[config.mk]
export PLATFORM = sky130hd
export DESIGN_NAME = matmul3_sequencer
export DESIGN_NICKNAME = d
export VERILOG_FILES = /design/src/rtl/matmul3_sequencer_pkg.sv /design/src/rtl/matmul3_sequencer_dot.sv /design/src/rtl/matmul3_sequencer.sv
export SDC_FILE = /design/constraint.sdc
export NUM_CORES = 1
export LEC_CHECK = 0
export BUFFER_PORTS_ARGS = -buffer_cell sky130_fd_sc_hd__clkbuf_2
export CAP_MARGIN = 20
export CORE_MARGIN = 2
export CORE_UTILIZATION = 35
export CTS_CLUSTER_SIZE = 12
export DETAILED_ROUTE_END_ITERATION = 12
export GPL_TIMING_DRIVEN = 0
export MAX_ROUTING_LAYER = met4
export REMOVE_ABC_BUFFERS = 1
export SLEW_MARGIN = 20
export SYNTH_ARGS = -nofsm -noshare
export SYNTH_HDL_FRONTEND = slang
export SYNTH_SLANG_ARGS = --single-unit
export TNS_END_PERCENT = 30
[constraint.sdc]
create_clock -name clk -period 8.8 [get_ports clk]
set_input_delay 1.76 -clock clk [delete_from_list [all_inputs] [get_ports clk]]
set_output_delay 1.76 -clock clk [all_outputs]
set_load 0.1 [all_outputs]
[src/rtl/matmul3_sequencer_pkg.sv]
// Shared definitions for the 3x3 matrix-multiply sequencer: FSM encoding,
// last compute index and the operand-vector slicing convention.
package matmul3_sequencer_pkg;

  typedef enum logic [1:0] {
    ST_IDLE    = 2'd0,
    ST_COMPUTE = 2'd1,
    ST_DONE    = 2'd2
  } state_e;

  localparam logic [3:0] LAST_IDX = 4'd8;

  // Entry k of a packed vector sits at [msb -: ent_w]; entry 0 holds the MSBs.
  function automatic int entry_msb(input int k, input int vec_w, input int ent_w);
    return vec_w - 1 - k * ent_w;
  endfunction

endpackage

[src/rtl/matmul3_sequencer_dot.sv]
// Three-term unsigned dot product, truncated to RESENTRY_SIZE bits.
module dot
  import matmul3_sequencer_pkg::*;
#(
  parameter  int ENTRY_SIZE    = 5,
  parameter  int RESENTRY_SIZE = 9,
  localparam int VECTOR_SIZE   = 3 * ENTRY_SIZE
) (
  input  logic [VECTOR_SIZE-1:0]   a_i,
  input  logic [VECTOR_SIZE-1:0]   b_i,
  output logic [RESENTRY_SIZE-1:0] res_o
);

  // Accumulate wide enough that only the final truncation drops bits.
  localparam int PW = (2 * ENTRY_SIZE + 2 > RESENTRY_SIZE) ? 2 * ENTRY_SIZE + 2 : RESENTRY_SIZE;

  logic [PW-1:0] sum;

  always_comb begin
    sum = '0;
    for (int k = 0; k < 3; k++) begin
      sum = sum + PW'(a_i[entry_msb(k, VECTOR_SIZE, ENTRY_SIZE) -: ENTRY_SIZE])
                * PW'(b_i[entry_msb(k, VECTOR_SIZE, ENTRY_SIZE) -: ENTRY_SIZE]);
    end
  end

  assign res_o = sum[RESENTRY_SIZE-1:0];

endmodule

[src/rtl/matmul3_sequencer.sv]
// 3x3 matrix multiply C = A*B using one shared dot unit over nine cycles,
// with valid/ready handshakes on operands and result.
module matmul3_sequencer
  import matmul3_sequencer_pkg::*;
#(
  parameter int ENTRY_SIZE     = 5,
  parameter int RESENTRY_SIZE  = 9,
  parameter int VECTOR_SIZE    = 3 * ENTRY_SIZE,
  parameter int RESVECTOR_SIZE = 3 * RESENTRY_SIZE
) (
  input  logic                      clk,
  input  logic                      reset,
  input  logic                      in_valid,
  output logic                      in_ready,
  input  logic [VECTOR_SIZE-1:0]    matrixAv1,
  input  logic [VECTOR_SIZE-1:0]    matrixAv2,
  input  logic [VECTOR_SIZE-1:0]    matrixAv3,
  input  logic [VECTOR_SIZE-1:0]    matrixBv1,
  input  logic [VECTOR_SIZE-1:0]    matrixBv2,
  input  logic [VECTOR_SIZE-1:0]    matrixBv3,
  output logic                      out_valid,
  input  logic                      out_ready,
  output logic                      busy,
  output logic [RESVECTOR_SIZE-1:0] matrixCv1,
  output logic [RESVECTOR_SIZE-1:0] matrixCv2,
  output logic [RESVECTOR_SIZE-1:0] matrixCv3
);

  state_e                                  state_q;
  logic [3:0]                              idx_q;
  logic                                    in_ready_q, out_valid_q, busy_q;
  logic [2:0][VECTOR_SIZE-1:0]             a_q, b_q;
  logic [2:0][2:0][RESENTRY_SIZE-1:0]      c_q;

  logic [1:0]               row, col;
  logic [VECTOR_SIZE-1:0]   op_a, op_b;
  logic [RESENTRY_SIZE-1:0] dot_res;

  assign row = 2'(idx_q / 4'd3);
  assign col = 2'(idx_q % 4'd3);

  // Out-of-range indices never write, so feed zeros rather than a bogus select.
  always_comb begin
    op_a = '0;
    op_b = '0;
    if (idx_q <= LAST_IDX) begin
      op_a = a_q[row];
      op_b = b_q[col];
    end
  end

  dot #(
    .ENTRY_SIZE   (ENTRY_SIZE),
    .RESENTRY_SIZE(RESENTRY_SIZE)
  ) u_dot (
    .a_i  (op_a),
    .b_i  (op_b),
    .res_o(dot_res)
  );

  always_ff @(posedge clk) begin
    if (reset) begin
      state_q     <= ST_IDLE;
      idx_q       <= '0;
      in_ready_q  <= 1'b1;
      out_valid_q <= 1'b0;
      busy_q      <= 1'b0;
      a_q         <= '0;
      b_q         <= '0;
      c_q         <= '0;
    end else begin
      case (state_q)
        ST_IDLE: begin
          if (in_valid) begin
            a_q        <= {matrixAv3, matrixAv2, matrixAv1};
            b_q        <= {matrixBv3, matrixBv2, matrixBv1};
            c_q        <= '0;
            idx_q      <= '0;
            in_ready_q <= 1'b0;
            busy_q     <= 1'b1;
            state_q    <= ST_COMPUTE;
          end
        end
        ST_COMPUTE: begin
          if (idx_q > LAST_IDX) begin
            idx_q       <= '0;
            busy_q      <= 1'b0;
            out_valid_q <= 1'b1;
            state_q     <= ST_DONE;
          end else begin
            c_q[row][col] <= dot_res;
            idx_q         <= idx_q + 4'd1;
            if (idx_q == LAST_IDX) begin
              idx_q       <= '0;
              busy_q      <= 1'b0;
              out_valid_q <= 1'b1;
              state_q     <= ST_DONE;
            end
          end
        end
        ST_DONE: begin
          if (out_ready) begin
            out_valid_q <= 1'b0;
            in_ready_q  <= 1'b1;
            state_q     <= ST_IDLE;
          end
        end
        default: begin
          idx_q       <= '0;
          in_ready_q  <= 1'b1;
          out_valid_q <= 1'b0;
          busy_q      <= 1'b0;
          state_q     <= ST_IDLE;
        end
      endcase
    end
  end

  assign in_ready  = in_ready_q;
  assign out_valid = out_valid_q;
  assign busy      = busy_q;
  assign matrixCv1 = {c_q[0][0], c_q[0][1], c_q[0][2]};
  assign matrixCv2 = {c_q[1][0], c_q[1][1], c_q[1][2]};
  assign matrixCv3 = {c_q[2][0], c_q[2][1], c_q[2][2]};

endmodule

Word-level counts from Yosys, hierarchy flattened
Index checks and enable logic that the tools add are counted.
W data, S select, Z words.
{"block": "word_totals", "out_inout_bits": 84, "ff_bits": 180, "word_cells": 89, "input_bits": 94}
{"block": "classes", "magnitude_cmp": 6, "mux": 34, "add_sub_neg": 3, "div": 2, "n_mul": 3, "reduce_logical": 11, "eq_ne": 7, "bitwise_logic": 3}
{"op": "$mux W81", "n": 2}
{"op": "$pmux W81 S2", "n": 1}
{"op": "$bwmux W81", "n": 1}
{"op": "$bmux W15 S2", "n": 2}
{"op": "$mux W15", "n": 4}
{"op": "$demux W27 S2", "n": 1}
{"op": "$mul A5 B5 Y9", "n": 3}
{"op": "$mux W27", "n": 1}
{"op": "$add A9 B9 Y9", "n": 2}
{"op": "$demux W9 S2", "n": 1}
{"op": "$reduce_and A3 Y1", "n": 5}
{"op": "$mux W4", "n": 3}
{"op": "$pmux W4 S3", "n": 1}
{"op": "$mux W9", "n": 1}
{"op": "$pmux W1 S3", "n": 3}
{"op": "$mux W1", "n": 8}
{"op": "$mux W2", "n": 4}
{"op": "$lt A2 B3 Y1 const B", "n": 2}
{"op": "$ne A2 B2 Y1 const B", "n": 3}
{"op": "$pmux W2 S3", "n": 1}
{"op": "$add A4 B1 Y4 const B", "n": 1}
{"op": "$div A4 B2 Y4 const B", "n": 1}
{"op": "$eq A4 B4 Y1 const B", "n": 1}
{"op": "$ge A2 B1 Y1 const B", "n": 2}
{"op": "other kinds (11)", "n": 15}

Longest topological paths before layout
Gate-level depths: netlist of the first run.
{"block": "depth", "ltp_word": 10, "ltp_mapped": 39, "ltp_nobuf": 35}

Hierarchy
Synthesis of the first run repeated with hierarchy kept, for this count alone.
{"block": "hier_totals", "hier_cells": 1110, "area_unflattened_um2": 9673.0}
{"mod": "matmul3_sequencer", "area_each_um2": 7377.1, "seq_area_each_um2": 3603.5, "cells_per_inst": 855, "n_inst": 1}
{"mod": "dot", "area_each_um2": 2296.0, "seq_area_each_um2": 0.0, "cells_per_inst": 255, "n_inst": 1}

Least setup slack after synthesis of the first run
Ideal clock, no wire load.
{"block": "synth_path", "kind": "register -> register", "from": "register idx_q[0]", "to": "register c_q, in the netlist matrixCv1[26]", "synth_period_minus_slack_ns": 8.645, "slack_ns": 0.155, "path_stages_with_launch": 35, "t_arrival_ns": 8.516, "setup_ns": 0.129, "path_buffers": 4, "t_required_ns": 8.671, "path_cell_list": "dfxtp_1 -> clkbuf_1 -> inv_1 -> ha_1 -> and2_1 -> a221o_1 -> buf_2 -> inv_1 -> ha_1 -> inv_1 -> mux2i_1 -> o221a_2 -> clkbuf_1 -> clkbuf_1 -> a222oi_1 -> or2_2 -> or2_2 -> fa_1 -> fa_1 -> inv_1 -> fa_1 -> fa_1 -> fa_1 -> inv_1 -> fa_1 -> inv_1 -> ha_1 -> a21o_1 -> a21oi_1 -> o21bai_1 -> a21oi_1 -> xnor2_1 -> xnor2_2 -> xnor2_2 -> o31ai_2"}
{"block": "synth_between", "elab_chain_cells": 10, "elab_cells_between_ends": 30, "classes_between": "2 x add/sub; 3 x mul; 2 x div; 6 x order compare; 1 x eq/ne; 13 x mux; 3 x reduce/logical"}
{"element": "from (decl)", "line": "matmul3_sequencer.sv:30", "rtl": "logic [3:0] idx_q;"}
{"element": "from (signal assigned)", "line": "matmul3_sequencer.sv:92", "rtl": "idx_q <= idx_q + 4'd1;"}
{"element": "$div A4 B2 Y4 or $mod A4 B2 Y4 (tied branches)", "line": "matmul3_sequencer.sv:39, matmul3_sequencer.sv:40"}
{"element": "$bmux W15 S2, or another cell as far along", "line": "matmul3_sequencer.sv:47", "rtl": "op_a = a_q[row];"}
{"element": "$mux W15 (not written as such), or another cell as far along", "line": "matmul3_sequencer.sv:47"}
{"element": "$mux W15 or $mux W9 (tied branches)", "line": "matmul3_sequencer.sv:46, matmul3_sequencer.sv:91"}
{"element": "$mul A5 B5 Y9 or $demux W9 S2 (tied branches)", "line": "matmul3_sequencer_dot.sv:23, matmul3_sequencer.sv:91"}
{"element": "$add A9 B9 Y9 or $mux W27 (tied branches)", "line": "matmul3_sequencer_dot.sv:22, matmul3_sequencer.sv:91"}
{"element": "$add A9 B9 Y9 or $demux W27 S2 (tied branches)", "line": "matmul3_sequencer_dot.sv:22, matmul3_sequencer.sv:91"}
{"element": "$bwmux W81", "line": "matmul3_sequencer.sv:91", "rtl": "c_q[row][col] <= dot_res;"}
{"element": "$mux W81", "line": "matmul3_sequencer.sv:85", "rtl": "if (idx_q > LAST_IDX) begin"}
{"element": "$pmux W81 S2", "line": "matmul3_sequencer.sv:72", "rtl": "case (state_q)"}
{"element": "to (signal, indexed assignment)", "line": "matmul3_sequencer.sv:91"}
{"element": "to (decl)", "line": "matmul3_sequencer.sv:33", "rtl": "logic [2:0][2:0][RESENTRY_SIZE-1:0] c_q;"}
Parallel ways exist; a longest one is shown, timed or not. The select of a mux whose other input is x is not followed.
A chain may end at the register's enable or synchronous reset.

Final worst setup path of the first run
{"block": "layout_path", "from": "register idx_q[2]", "to": "register c_q, in the netlist matrixCv1[26]"}
Same word-level chain as after synthesis.

==> results.json, run 1 <==
{
  "synth_edf_count": 0,
  "ys_async_sr_fraction_pct": 0,
  "crit_arrival_ns": 8.84,
  "worstSetupPathType": "reg2reg",
  "use_met1_pct": 26.4,
  "fmax_mhz": 118,
  "h-tree-depth": 4,
  "max-vdd-ir-drop_v": 0.000106,
  "drive_above_1_share_pct": 24.1,
  "first_pass_iters": 5,
  "die_w_um": 170,
  "synthAdderAreaFrac_pct": 15.8,
  "top_usage_layer": "met2",
  "cp_top_family": "adder cells",
  "synth_area_um2": 9670,
  "grtUsageMet2_pct": 33.1,
  "area_delta_synth_final_pct": 25.0,
  "cts_buffer_depth": 2,
  "antenna_found_initial": 0,
  "worst_path_max_delay_cell": "fa_1",
  "cts_tree": "done",
  "synthSimpleGateAreaFrac_pct": 22.4,
  "synth_warnings": 0,
  "overflow": 0,
  "setup_ws_ns": 0.308,
  "finalCoreUtilization_pct": 44.7,
  "critPathBufInv": 7,
  "met3_usage_pct": 3.65,
  "finalHoldViolations": 0,
  "holdBufCountCts": 0,
  "final_antenna_net_count": 0,
  "die-height_um": 170,
  "gp_congestion": 0.850,
  "first_global_vias": 8336,
  "synth_top_family_by_area": "simple AND/OR/NAND/NOR gates",
  "drt_iter0_drc": 654,
  "n_fill_cell": 2764,
  "synth_xor_area_share_pct": 1.77,
  "hold_ws_ns": 0.453,
  "seq_area_frac_synth_pct": 37.3,
  "num_vias": 8788,
  "layout.nets": 1562,
  "tightest_slew_ns": 0.871,
  "synth_mux_area_share_pct": 1.06,
  "dpl_cell_area_um2": 10900,
  "track_usage_pct": 20.2,
  "synth.area.top_cells": "dfxtp_1 (37%), fa_1 (10%), nand2_1 (9.9%), a21oi_1 (7.3%), ha_1 (5.4%)",
  "setup_viol": 0,
  "clock_sinks": 180,
  "grt_pass1_wl_mm": 44.7,
  "synth_top_flop_cell": "dfxtp_1",
  "cap_viol_max_count": 0,
  "clk_latency_ns": 0.44,
  "syn_avg_cell_area_um2": 8.09,
  "dieArea_um2": 29000,
  "clock_skew_ns": 0.0128,
  "max_slew_margin_pct": 41.4,
  "p_total_mw": 1.88,
  "clock-root-buffer": "clkbuf_16",
  "grt_max_degree": 108,
  "synthCells": 1195,
  "n_antenna_cell": 0,
  "crit_path_frequent_cell": "fa_1",
  "yosys.area.top_type_share_pct": 37.3,
  "slew_viol_final": 0,
  "clkTransAtPathRegs_ns": 0.08,
  "start_util_pct": 35.8,
  "core_um2": 27000,
  "rows": 60,
  "endpoint_kind": "flop",
  "cpPeakStageDelay_ns": 0.59,
  "hp-class": "reg2reg",
  "synth-seq-cells": 180,
  "yosys.cell_types.count": 51,
  "post_drt_via_cell_ratio": 5.08,
  "min_period_ns": 8.49,
  "outcome": "finished, final reports clean",
  "synth_compound_area_share_pct": 15.5,
  "port_buffers": 177,
  "worst_setup_path_start_kind": "flop",
  "path_max_fanout": 9,
  "drcViolationCount": 0,
  "leakagePower_nw": 5.12,
  "final_area_um2": 12100,
  "pre_cts_slack_ns": -1.24,
  "hpwl_mm": 19.2,
  "synth_area_leader_cell": "dfxtp_1",
  "p_per_area_nw_per_um2": 156,
  "required_ns": 9.15,
  "post_drt_wl_per_cell_um": 16.2,
  "num_io_pins": 178,
  "routed_wl_mm": 28.1,
  "cts_buffers": 17,
  "finalCritPeriodShare_pct": 96.5
}
-- cell usage after synthesis, types with 2 or more instances --
master / instances
a31o_2: 2
a21o_1: 2
a211oi_2: 2
nor3_1: 10
mux2i_1: 8
o2111ai_1: 3
xor2_1: 3
a31oi_1: 23
buf_1: 6
a222oi_1: 20
clkbuf_1: 60
nand3_1: 55
and3_1: 5
ha_1: 42
nor2b_1: 6
and2_1: 14
buf_2: 11
dfxtp_1: 180
a32oi_1: 12
nand2_1: 254
a21oi_1: 142
a21boi_0: 2
nand2b_1: 7
nor2_1: 120
a22oi_1: 4
xnor2_2: 3
xnor2_1: 11
nor2_2: 2
o21ai_0: 5
or2_2: 25
fa_1: 50
o31ai_1: 8
inv_1: 80
-- state kept, by name, indices dropped and copies added, names as in the netlist --
signal and cells:
b_q 45, a_q 45, idx_q 4, matrixCv3 27
state_q 2, matrixCv1 27, matrixCv2 27, busy 1
out_valid 1, in_ready 1
-- what timing repair did --
action	CTS	global route
buffers inserted	36	15
pin swaps	15	4
endpoints found under the setup margin	45	29
cloned	4	0
gates resized for setup	20	16
-- worst reg2reg max path, delay by kind of cell, from the launching register on --
kind | cells | cell delay, ns
compound gates | 8 | 1.68
xor+xnor | 3 | 0.48
fa+ha+maj | 10 | 3.95
buf+inv | 7 | 0.65
flops | 1 | 0.39
mux | 1 | 0.25
simple gates | 4 | 1.00
-- kinds of logic after synthesis --
kind of cell,after synthesis
flip-flops,180
adder cells (fa/ha/maj),92
XOR/XNOR,17
buffers and inverters,157
AO/OA/AOI/OAI,235
AND/OR/NAND/NOR,505
multiplexers,9
-- power breakdown --
group	switching [mW]	internal [mW]	leakage, nW	total [mW]
Sequential	0.0146	0.840	1.47	0.854
Clock	0.368	0.384	0.283	0.753
Combinational	0.177	0.100	3.37	0.277
-- per-layer routing --
metal,share of wire [%],vias up
met4,1.1,0
met1,47,4180
met3,4.4,20
met2,47,225
li1,-,4363
met5,0,-
-- metrics by stage --
stage	setup TNS [ns]	std cells
2_1_floorplan	0	1118
3_3_place_gp	-71.17	1636
3_5_place_dp	-31.98	1643
4_1_cts	0	1715
5_1_grt	-0.0516	1730
6_report	0	1730
-- area by class of cell --
cell class | instances | area [µm²] | area share (%)
sequential | 180 | 3620 | 29.9
tap | 341 | 427 | 3.53
clock inverter | 14 | 138 | 1.14
inverter | 80 | 307 | 2.54
multi-input combinational | 862 | 5680 | 47.0
clock buffer | 18 | 439 | 3.63
timing repair buffer | 235 | 1480 | 12.2
-- layout by cell type (no fill, tap or decap), types with 7 or more instances in the layout --
| cell | n |
|---|---|
| clkbuf_2 | 176 |
| dfxtp_1 | 176 |
| xnor2_1 | 11 |
| nand3_1 | 53 |
| nor2_1 | 120 |
| and2_1 | 14 |
| ha_1 | 40 |
| mux2i_1 | 7 |
| or2_2 | 21 |
| o31ai_1 | 8 |
| nand2_1 | 253 |
| fa_1 | 50 |
| clkbuf_16 | 17 |
| a32oi_1 | 12 |
| a21oi_1 | 138 |
| inv_1 | 78 |
| buf_4 | 46 |
| a222oi_1 | 20 |
| a31oi_1 | 23 |
| nor3_1 | 10 |
-- path summary, 6_finish.rpt --
path | start | end | slack (ns) | cells past startpoint
worst max-delay path | idx_q[2]$_SDFFE_PP0P_ | matrixCv1[26]$_SDFFE_PP0P_ | 0.31 | 33
worst min-delay path | a_q[16]$_SDFFE_PP0P_ | a_q[16]$_SDFFE_PP0P_ | 0.45 | 2
worst max register to register | idx_q[2]$_SDFFE_PP0P_ | matrixCv1[26]$_SDFFE_PP0P_ | 0.31 | 33
worst min register to register | a_q[16]$_SDFFE_PP0P_ | a_q[16]$_SDFFE_PP0P_ | 0.45 | 2
No activity file was read; power rests on OpenSTA's default activity.
==> run 2: changes to the inputs <==
PLACE_DENSITY_LB_ADDON = 0.2   (was not set)
==> run 2 against run 1 <==
Wire length decreased by 3.0%. Flip-flop and latch count unchanged. Critical path type unchanged. Critical path depth increased by 1. Highest routed layer unchanged. Clock skew increased by 0.00095 ns. Final area decreased by 0.88%. Die area unchanged. Hold slack about the same. Via count decreased by 1.1%. Combinational power decreased by 1%. Register-to-register slack improved by 0.13 ns.
==> results.json, run 2 (synthesis results as in run 1) <==
{
  "num_vias": 8691,
  "endpoint_kind": "flop",
  "r2r_start": "idx_q[2]$_SDFFE_PP0P_",
  "crit_path_frequent_cell": "fa_1",
  "cap_viol_max_count": 0,
  "p_per_area_nw_per_um2": 159,
  "post_drt_wl_per_cell_um": 15.9,
  "first_global_vias": 8163,
  "r2r-end": "matrixCv1[26]$_SDFFE_PP0P_",
  "die_w_um": 170,
  "start_util_pct": 35.8,
  "gp_congestion": 0.817,
  "num_io_pins": 178,
  "reg_top3": "a_q x45, b_q x45",
  "cts_buffer_depth": 2,
  "cpPeakStageDelay_ns": 0.55,
  "rows": 60,
  "drt_iter0_drc": 573,
  "min_period_ns": 8.37,
  "dieArea_um2": 29000,
  "clock_sinks": 180,
  "holdCritStartpoint": "b_q[18]$_SDFFE_PP0P_",
  "tightest_slew_ns": 0.958,
  "rsz0062_at_grt": "false",
  "tns_ns": 0,
  "layout.nets": 1547,
  "leakagePower_nw": 5.05,
  "die-height_um": 170,
  "final_antenna_net_count": 0,
  "hpwl_mm": 18.8,
  "drive_above_1_share_pct": 23.3,
  "overflow": 0,
  "pre_cts_slack_ns": -1.05,
  "antenna_found_initial": 0,
  "hold_end": "b_q[18]$_SDFFE_PP0P_",
  "cts_buffers": 17,
  "worst_setup_path_start_kind": "flop",
  "crit_start": "idx_q[2]$_SDFFE_PP0P_",
  "port_buffers": 177,
  "core_um2": 27000,
  "drcViolationCount": 0,
  "hp-class": "reg2reg",
  "reg2reg_depth": 34,
  "clock-root-buffer": "clkbuf_16",
  "finalCritPeriodShare_pct": 95.1,
  "n_antenna_cell": 0,
  "final_common_cell": "nand2_1",
  "first_pass_iters": 9,
  "outcome": "finished, final reports clean",
  "clkTransAtPathRegs_ns": 0.08,
  "crit_arrival_ns": 8.71,
  "max-vdd-ir-drop_v": 0.000123,
  "track_usage_pct": 19.6,
  "h-tree-depth": 4,
  "setup_ws_ns": 0.433,
  "cts_tree": "done",
  "multi_input_area_um2": 5650,
  "worst_path_max_delay_cell": "fa_1",
  "area_delta_synth_final_pct": 23.9,
  "finalHoldViolations": 0,
  "slew_viol_final": 0,
  "hold_ws_ns": 0.453,
  "clk_latency_ns": 0.43,
  "routed_wl_mm": 27.2,
  "fmax_mhz": 120,
  "max_slew_margin_pct": 35.6,
  "setup_viol": 0,
  "post_drt_via_cell_ratio": 5.07,
  "grt_pass1_wl_mm": 43.6,
  "clock_skew_ns": 0.0137,
  "min_path_cells": 2,
  "grt_max_degree": 111,
  "rrSetupSlack_ns": 0.43,
  "regArea_um2": 3610,
  "required_ns": 9.14,
  "worstSetupPathType": "reg2reg",
  "final_cell_mix": "nand2_1 (253), dfxtp_1 (177), clkbuf_2 (176)",
  "n_fill_cell": 2757,
  "path_max_fanout": 20
}
==> run 2: timing repair <==
action / CTS / global route
hold buffers: 0 / 0
setup buffers: 32 / 4
endpoints found under the setup margin: 45 / 24
cloned: 3 / 0
pin swaps: 15 / 4
gates resized for setup: 18 / 15
==> run 2: how the worst max path moves through the flow <==
| stage | to | slack (ns) | cells after the start |
|---|---|---|---|
| 3_5_place_dp | matrixCv2[17]$_SDFFE_PP0P_ | -1.05 | 32 |
| 2_1_floorplan | matrixCv1[26]$_SDFFE_PP0P_ | 0.11 | 32 |
| 6_report | matrixCv1[26]$_SDFFE_PP0P_ | 0.43 | 34 |
| 5_1_grt | matrixCv2[7]$_SDFFE_PP0P_ | 0.02 | 34 |
| 3_3_place_gp | matrixCv2[17]$_SDFFE_PP0P_ | -2.17 | 32 |
| 4_1_cts | matrixCv1[26]$_SDFFE_PP0P_ | 0.07 | 31 |
==> run 2: layer usage <==
metal / share of wire [%] / vias up / track usage [%]
li1: - / 4326 / -
met1: 47 / 4100 / 25.6
met2: 47 / 246 / 31.7
met3: 5.1 / 19 / 3.44
met4: 1.3 / 0 / 4.65
met5: 0 / - / -
==> run 2: worst max-delay path, delay by kind of cell (launching register included) <==
kind                     cells  cell delay, ns
adder cells (fa/ha/maj)     10            4.00
AO/OA/AOI/OAI                7            1.35
buffers and inverters        9            0.93
AND/OR/NAND/NOR              4            0.91
XOR/XNOR                     3            0.48
flip-flops                   1            0.40
multiplexers                 1            0.19
==> run 2: report_power, final <==
group	internal, mW	switching, mW	leakage, nW
combinational	0.0997	0.173	3.30
clock	0.406	0.366	0.284
sequential	0.840	0.0154	1.47
total	1.34	0.555	5.05
==> run 2: layout make-up <==
class                   count  area share [%]
clock inverters            14            1.35
well taps                 341            3.56
multi-input cells         861            47.2
flip-flops and latches    180            30.2
inverters                  80            2.56
clock buffers              18            3.58
repair buffers            221            11.6
==> run 2: through the flow <==
| step | util, % | area, µm² | total power [mW] | std cells |
|---|---|---|---|---|
| finish | 44.3 | 12000 | 1.90 | 1715 |
| CTS | 44.0 | 11900 | 1.92 | 1711 |
| floorplan | - | 9370 | 1.02 | 1118 |
| global route | 44.3 | 12000 | 1.99 | 1715 |
| global placement | 39.5 | 10700 | 1.12 | 1636 |
| detailed placement | 40.4 | 10900 | 1.13 | 1644 |
